$ cat src/rtl/truth_table_scanner.sv
// Truth-table scanner: drives all eight {x,y,z} codes into a 3-input CUT, samples f_in, compares to expected.
// Optional build macro SCAN_MISMATCH_COUNT_EN adds the err_count mismatch counter output.
module truth_table_scanner #(
   parameter int unsigned SETTLE = 1
) (
   input  logic       clk,
   input  logic       rst,
   input  logic       start,
   input  logic [7:0] expected,
   input  logic       f_in,
   output logic       x,
   output logic       y,
   output logic       z,
   output logic       busy,
   output logic       done,
   output logic [7:0] table_out,
`ifdef SCAN_MISMATCH_COUNT_EN
   output logic [3:0] err_count,
`endif
   output logic       match
);

   // state    | meaning
   // S_IDLE   | waiting for start; outputs hold the last scan result
   // S_SETTLE | current code driven, settle timer running down
   // S_SAMPLE | capture f_in for the current index, advance or finish
   typedef enum logic [1:0] {
      S_IDLE   = 2'd0,
      S_SETTLE = 2'd1,
      S_SAMPLE = 2'd2
   } state_t;

   // Down-counter reload: SETTLE settle cycles end at terminal count zero.
   localparam logic [3:0] CNT_LOAD = 4'(SETTLE - 1);

   state_t     state;
   state_t     state_nxt;
   logic [3:0] cnt;
   logic [2:0] idx;
   logic [7:0] exp_q;
   logic       accept;
   logic       cnt_tc;
   logic       sample;
   logic       last;

   always_ff @(posedge clk) begin
      if (rst) state <= S_IDLE;
      else     state <= state_nxt;
   end

   always_comb begin
      state_nxt = state;
      case (state)
         S_IDLE:   if (start)  state_nxt = S_SETTLE;
         S_SETTLE: if (cnt_tc) state_nxt = S_SAMPLE;
         S_SAMPLE: state_nxt = (idx == 3'd7) ? S_IDLE : S_SETTLE;
         default:  state_nxt = S_IDLE;
      endcase
   end

   always_comb begin
      accept = (state == S_IDLE) && start;
      cnt_tc = (state == S_SETTLE) && (cnt == 4'd0);
      sample = (state == S_SAMPLE);
      last   = sample && (idx == 3'd7);
   end

   always_ff @(posedge clk) begin
      if (rst) begin
         {x, y, z} <= 3'b000;
         busy      <= 1'b0;
         done      <= 1'b0;
         match     <= 1'b0;
         table_out <= 8'h00;
         exp_q     <= 8'h00;
         idx       <= 3'd0;
         cnt       <= 4'd0;
      end else begin
         done <= 1'b0;
         if (accept) begin
            exp_q     <= expected;
            table_out <= 8'h00;
            match     <= 1'b0;
            idx       <= 3'd0;
            {x, y, z} <= 3'b000;
            cnt       <= CNT_LOAD;
            busy      <= 1'b1;
         end
         if ((state == S_SETTLE) && !cnt_tc) cnt <= cnt - 4'd1;
         if (sample) begin
            table_out[idx] <= f_in;
            if (last) begin
               // Bit 7 lands on this same edge, so compare using the live sample.
               match <= ({f_in, table_out[6:0]} == exp_q);
               done  <= 1'b1;
               busy  <= 1'b0;
            end else begin
               idx       <= idx + 3'd1;
               {x, y, z} <= idx + 3'd1;
               cnt       <= CNT_LOAD;
            end
         end
      end
   end

`ifdef SCAN_MISMATCH_COUNT_EN
   always_ff @(posedge clk) begin
      if (rst)                            err_count <= 4'd0;
      else if (accept)                    err_count <= 4'd0;
      else if (sample && (f_in != exp_q[idx])) err_count <= err_count + 4'd1;
   end
`endif

endmodule
$ cat config.mk
export PLATFORM = sky130hd
export DESIGN_NAME = truth_table_scanner
export DESIGN_NICKNAME = d
export VERILOG_FILES = /design/src/rtl/truth_table_scanner.sv
export SDC_FILE = /design/constraint.sdc
export NUM_CORES = 1
export LEC_CHECK = 0
export BUFFER_PORTS_ARGS = -buffer_cell sky130_fd_sc_hd__buf_2
export CORE_ASPECT_RATIO = 1.2
export CORE_MARGIN = 5
export CORE_UTILIZATION = 55
export CTS_BUF_LIST = sky130_fd_sc_hd__clkbuf_2 sky130_fd_sc_hd__clkbuf_4 sky130_fd_sc_hd__clkbuf_8
export DETAILED_ROUTE_END_ITERATION = 10
export GPL_TIMING_DRIVEN = 0
export PLACE_DENSITY = 0.87
export SYNTH_ARGS = -nofsm -noshare
export SYNTH_HDL_FRONTEND = slang
export SYNTH_SLANG_ARGS = --single-unit
$ cat constraint.sdc
create_clock -name clk -period 4.1 [get_ports clk]
set_clock_uncertainty 0.1 [all_clocks]
set_input_delay 0.41 -clock clk [delete_from_list [all_inputs] [get_ports clk]]
set_output_delay 0.41 -clock clk [all_outputs]
set_load 0.005 [all_outputs]
==> impl_metrics.tcl, run 1 <==
set metrics [dict create \
    via_per_inst 5.75 \
    grt_util_all_layers 0.198 \
    hold_slack_ns 0.209 \
    crit_start "idx[0]" \
    cp.required_ns 4.23 \
    ys_ff_latch 31 \
    tightestPinTransition_ns 0.591 \
    ios 26 \
    yosys.cell_count.top_type "dfxtp_1" \
    period_minus_slack_ns 1.86 \
    timing.final.ws_setup_ns 2.24 \
    setup_tns_ns 0 \
    yosysWarnings 0 \
    setup_viol 0 \
    ant_nets 0 \
    intPower_uw 417 \
    yosys.area.top_type "dfxtp_1" \
    fillCellCount 217 \
    arrival_ns 1.99 \
    max_freq_ghz 0.538 \
    syn_avg_cell_area_um2 8.58 \
    cts_hold_buf 0 \
    synth_commonest_cells "dfxtp_1, a21oi_1, nand2_1" \
    timing.final.crit_share 0.453 \
    switching_share 0.255 \
    syn_inst 172 \
    postCtsSetupRepairBufs 0 \
    cts_tree "built" \
    post-route-drc-count 0 \
    yosysUniqueCellTypes 35 \
    ys.flop_type "dfxtp_1" \
    htreeDepth 2 \
    wl_um 3360 \
    p_sw_uw 143 \
    synth.top_cells.by_area "dfxtp_1, a21oi_1, nand2_1, nand3_1, xnor2_1" \
    netlist_area_mm2 0.00148 \
    diodes 0 \
    start_util 0.578 \
    area.sequential_um2 621 \
    cts_num_sinks 31 \
    firstDrtPassIters 4 \
    cp-end-kind "flop" \
    p_per_area_mw_per_mm2 331 \
    grt_pass1_vias 1281 \
    hold_viol 0 \
    wl_per_cell_um 14.2 \
    finish.instance_area_mm2 0.00169 \
    final_nets 217 \
    dp_slack_ns 2.26 \
    cts.reportedPaths.clkPinSlew_ns 0.09 \
    port_buffers 23 \
    syn2layout_area_growth_pct 14.5 \
    antenna_found_initial 0 \
    min-delay-start "expected[1]" \
    rows 20 \
    numCtsBuffers 5 \
    synth_edf_count 0 \
    power_frac_comb 0.113 \
    drive_gt1_frac 0.202 \
    place_area_mm2 0.00163 \
    overflow 0 \
    grt_pass1_wl_um 5850 \
    relSlewSlack 0.605 \
    p_leak_uw 0.000641 \
    cap_violations 0 \
    power.clock.fraction 0.320 \
    outcome "complete, no violations" \
    start_kind "flop" \
    dieWidth_um 57.3 \
    rsz0062_at_grt "false" \
    final_cells 236 \
    synthArstFlopShare 0 \
    max-vdd-ir-drop_mv 0.216 \
    worstPathMaxFanout 8 \
    drv_slew 0 \
    syn_nets 187 \
    core_mm2 0.00255 \
    vias 1356 \
    grt_max_degree 11 \
    criticalPathCategory "reg -> reg" \
    gp_congestion 0.927 \
    cts_repair_resize_count 0 \
    cts_root_buf "clkbuf_4" \
    dp_cells 228 \
    die-area_mm2 0.00382 \
    drtIter0Drc 49 \
    min_path_type "in -> reg" \
    ys_seq_area_frac 0.420 \
    synth_top_area_frac 0.420 \
    reg2reg_from "idx[0]" \
    multi_input_area_um2 768 \
    p_seq_frac 0.567 \
    clock_latency_ns 0.33 \
    dpl.hpwl_um 2590 \
    die_h_um 66.8 \
    cts_buffer_depth 2 \
]
==> power by group through the flow <==
| stage | Combinational (uW) | Clock (uW) | Sequential [uW] |
|---|---|---|---|
| after floorplan | 45.4 | 0 | 323 |
| after detailed placement | 62.8 | 0 | 324 |
| after global routing | 70.4 | 205 | 319 |
| after CTS | 63.0 | 184 | 317 |
| after global placement | 60.6 | 0 | 323 |
| final | 63.2 | 179 | 317 |
==> path summary, 6_finish.rpt <==
| path | slack (ns) | cells after the start | endpoint |
|---|---|---|---|
| worst max register to register | 2.24 | 6 | cnt[1] |
| worst max-delay path | 2.24 | 6 | cnt[1] |
| worst min register to register | 0.37 | 2 | z |
| worst min-delay path | 0.21 | 3 | exp_q[1] |
==> layout by cell type, fill, tap and decap left out <==
master / instances
dfxtp_1: 31
a21oi_1: 27
buf_2: 24
nand2_1: 21
nand3_1: 15
xnor2_1: 8
clkbuf_1: 7
o211ai_1: 7
clkbuf_4: 7
nor2b_1: 6
nand2b_1: 5
inv_1: 4
o21ai_0: 4
or3b_1: 3
buf_6: 3
nand4_1: 3
nor2_1: 3
ha_1: 3
nor3b_2: 2
nor3_1: 2
nor3b_1: 2
buf_4: 1
or3b_2: 1
a31oi_1: 1
and3b_1: 1
nand3b_1: 1
o311ai_0: 1
o311ai_1: 1
nor4bb_1: 1
o21bai_1: 1
and4bb_2: 1
mux2i_1: 1
o31ai_1: 1
a211o_1: 1
or3_1: 1
o211ai_2: 1
clkinv_2: 1
==> critical path: stages (launching register included) <==
cell and delay (ns):
dfxtp_1 0.38, ha_1 0.22, ha_1 0.25, or3b_1 0.36
clkbuf_1 0.20, nand2b_1 0.20, a21oi_1 0.06
==> cell families (layout without fill, tap and decap cells) <==
family | count (synthesis) | after routing | synth area share
mux | 1 | 1 | 0.00678
flops | 31 | 31 | 0.420
xor+xnor | 8 | 8 | 0.0475
fa+ha+maj | 3 | 3 | 0.0254
compound gates | 45 | 45 | 0.181
simple gates | 68 | 68 | 0.259
buf+inv | 16 | 47 | 0.0593
==> sequential cells by signal (all words and copies together) (netlist names) <==
name	flops
idx	3
table_out	8
busy	1
z	1
cnt	4
state	2
match	1
y	1
x	1
exp_q	8
done	1
==> stage by stage <==
step / power [uW] / util
after CTS: 564 / 0.662
after floorplan: 368 / -
after global placement: 384 / 0.640
after detailed placement: 387 / 0.640
final: 559 / 0.662
after global routing: 593 / 0.662
==> routing by layer <==
metal	vias to the layer above	wire length, um	share of wire	GRT usage
met5	-	0	0	0
met4	0	57	0.017	0.0899
met3	8	274	0.082	0.0717
met2	61	1690	0.50	0.349
met1	618	1330	0.40	0.209
li1	669	-	-	-
==> final cells by class <==
class,instances,area share
timing repair buffer,23,0.0681
sequential,31,0.367
multi-input combinational,125,0.454
clock inverter,1,0.00296
inverter,4,0.00888
tap,33,0.0244
buffer,12,0.0429
clock buffer,7,0.0311
Note: power is estimated with default switching activity, not from simulation.
==> inputs of run 2 (changes only) <==
Settings changed: CORE_UTILIZATION 55 to 51, PLACE_DENSITY 0.87 to 0.85.
Clock period 4.1 ns to 1.7 ns, I/O delays scaled along.
==> impl_metrics.tcl, run 2 (synthesis gave the netlist of run 1 again) <==
set metrics [dict create \
    power.clock.fraction 0.320 \
    min-delay-start "rst" \
    cts_buffer_depth 2 \
    ios 26 \
    final_cells 244 \
    wl_um 3490 \
    htreeDepth 2 \
    r2r_setup_slack_ns 0.11 \
    criticalPathCategory "reg -> reg" \
    utilization 0.645 \
    final_nets 224 \
    dpl.hpwl_um 2440 \
    start_util 0.530 \
    crit_slowest_cell "or3b_4" \
    hold_viol 0 \
    grt_util_all_layers 0.186 \
    intPower_uw 1020 \
    syn2layout_area_growth_pct 21.7 \
    cts.reportedPaths.clkPinSlew_ns 0.09 \
    rsz0062_at_grt "false" \
    place_area_mm2 0.00163 \
    gp_congestion 0.830 \
    cp-end-kind "flop" \
    worstPathMaxFanout 8 \
    diodes 0 \
    max-vdd-ir-drop_mv 0.478 \
    switching_share 0.261 \
    ant_nets 0 \
    worst-path-buf-inv 0 \
    finish.instance_area_mm2 0.00180 \
    cap_violations 0 \
    tightestPinTransition_ns 0.632 \
    final_common_cell "dfxtp_1" \
    power_uw 1380 \
    post-route-drc-count 0 \
    crit_chain "ha_2 > ha_4 > or3b_4 > nand3_1 > a21oi_1" \
    drtIter0Drc 69 \
    clock_latency_ns 0.33 \
    hold_depth 2 \
    dp_slack_ns -0.185 \
    drive_gt1_frac 0.219 \
    die_h_um 68.9 \
    p_sw_uw 359 \
    via_per_inst 5.65 \
    outcome "complete, no violations" \
    grt_pass1_vias 1265 \
    reg2reg_to "idx[0]" \
    cts_tree "built" \
    die-area_mm2 0.00408 \
    dieWidth_um 59.1 \
    drv_slew 0 \
    max_freq_ghz 0.629 \
    hold_end "exp_q[5]" \
    rows 21 \
    cts_root_buf "clkbuf_4" \
    cp.required_ns 1.81 \
    rr_worst_depth 5 \
    numCtsBuffers 5 \
    setup_viol 0 \
    min_path_type "in -> reg" \
    path_delay_family "simple AND/OR/NAND/NOR gates" \
    relSlewSlack 0.577 \
    critPathMaxStageDelay_ns 0.44 \
    grt_pass1_wl_um 5640 \
    reg2reg_from "idx[0]" \
    dp_cells 229 \
    cts_num_sinks 31 \
    antenna_found_initial 0 \
    mostFrequentLayoutCells "dfxtp_1, a21oi_1, buf_2" \
    timing.final.crit_share 0.936 \
    timing.final.ws_setup_ns 0.109 \
    p_per_area_mw_per_mm2 766 \
    power_frac_comb 0.125 \
    wl_per_cell_um 14.3 \
    p_leak_uw 0.000676 \
    p_seq_frac 0.555 \
    arrival_ns 1.70 \
    core_mm2 0.00279 \
    overflow 0 \
    vias 1378 \
    port_buffers 23 \
    reg.largest.list "exp_q: 8 flops, table_out: 8 flops, cnt: 4 flops" \
    period_minus_slack_ns 1.59 \
    start_kind "flop" \
    grt_max_degree 11 \
    firstDrtPassIters 4 \
]
-- run 2: changes by cell type in the layout (fill, tap and decap cells not counted), sizes merged --
cell | before | now
dlygate4sd3 | 0 | 8
clkbuf | 14 | 13
-- run 2: layout make-up --
| type | count | area, um2 |
|---|---|---|
| buffer | 11 | 68.8 |
| clock buffer | 7 | 52.6 |
| clock inverter | 1 | 5.00 |
| fill | 262 | 988 |
| inverter | 4 | 15.0 |
| multi-input combinational | 125 | 793 |
| sequential | 31 | 624 |
| tap | 34 | 42.5 |
| timing repair buffer | 31 | 195 |
-- run 2: worst max-delay path by stage --
| stage | start | endpoint | slack, ns | depth (start not counted) |
|---|---|---|---|---|
| finish | idx[0] | idx[0] | 0.11 | 5 |
| CTS | idx[0] | idx[0] | 0.05 | 5 |
| floorplan | idx[0] | cnt[2] | 0.05 | 6 |
| global placement | idx[0] | cnt[0] | -0.15 | 6 |
| detailed placement | idx[0] | cnt[1] | -0.19 | 6 |
| global route | idx[0] | idx[0] | 0.02 | 5 |
-- run 2: power by group through the flow --
stage	logic [uW]	clock network [uW]	registers, uW
5_1_grt	189	477	768
3_3_place_gp	150	0	780
6_report	172	441	765
3_5_place_dp	153	0	782
4_1_cts	170	452	765
2_1_floorplan	109	0	778
-- run 2: layer usage --
metal,track usage,share of wire,vias to the layer above
li1,-,-,687
met1,0.210,0.44,645
met2,0.319,0.49,37
met3,0.0521,0.050,9
met4,0.0935,0.022,0
met5,0,0,-
-- run 2: repair_timing --
| item | in CTS | in global routing |
|---|---|---|
| pin swaps | 1 | 1 |
| endpoints found under the hold margin | 8 | 0 |
| endpoints found under the setup margin | 11 | 3 |
| buffers inserted | 0 | 0 |
| resized for setup | 4 | 3 |
| hold buffers | 8 | 0 |
-- run 2: stage by stage --
stage               setup TNS (ns)  hold slack, ns
finish                           0           0.117
global placement            -0.979           0.315
CTS                              0           0.106
detailed placement           -1.54           0.324
floorplan                        0           0.206
global route                     0           0.169
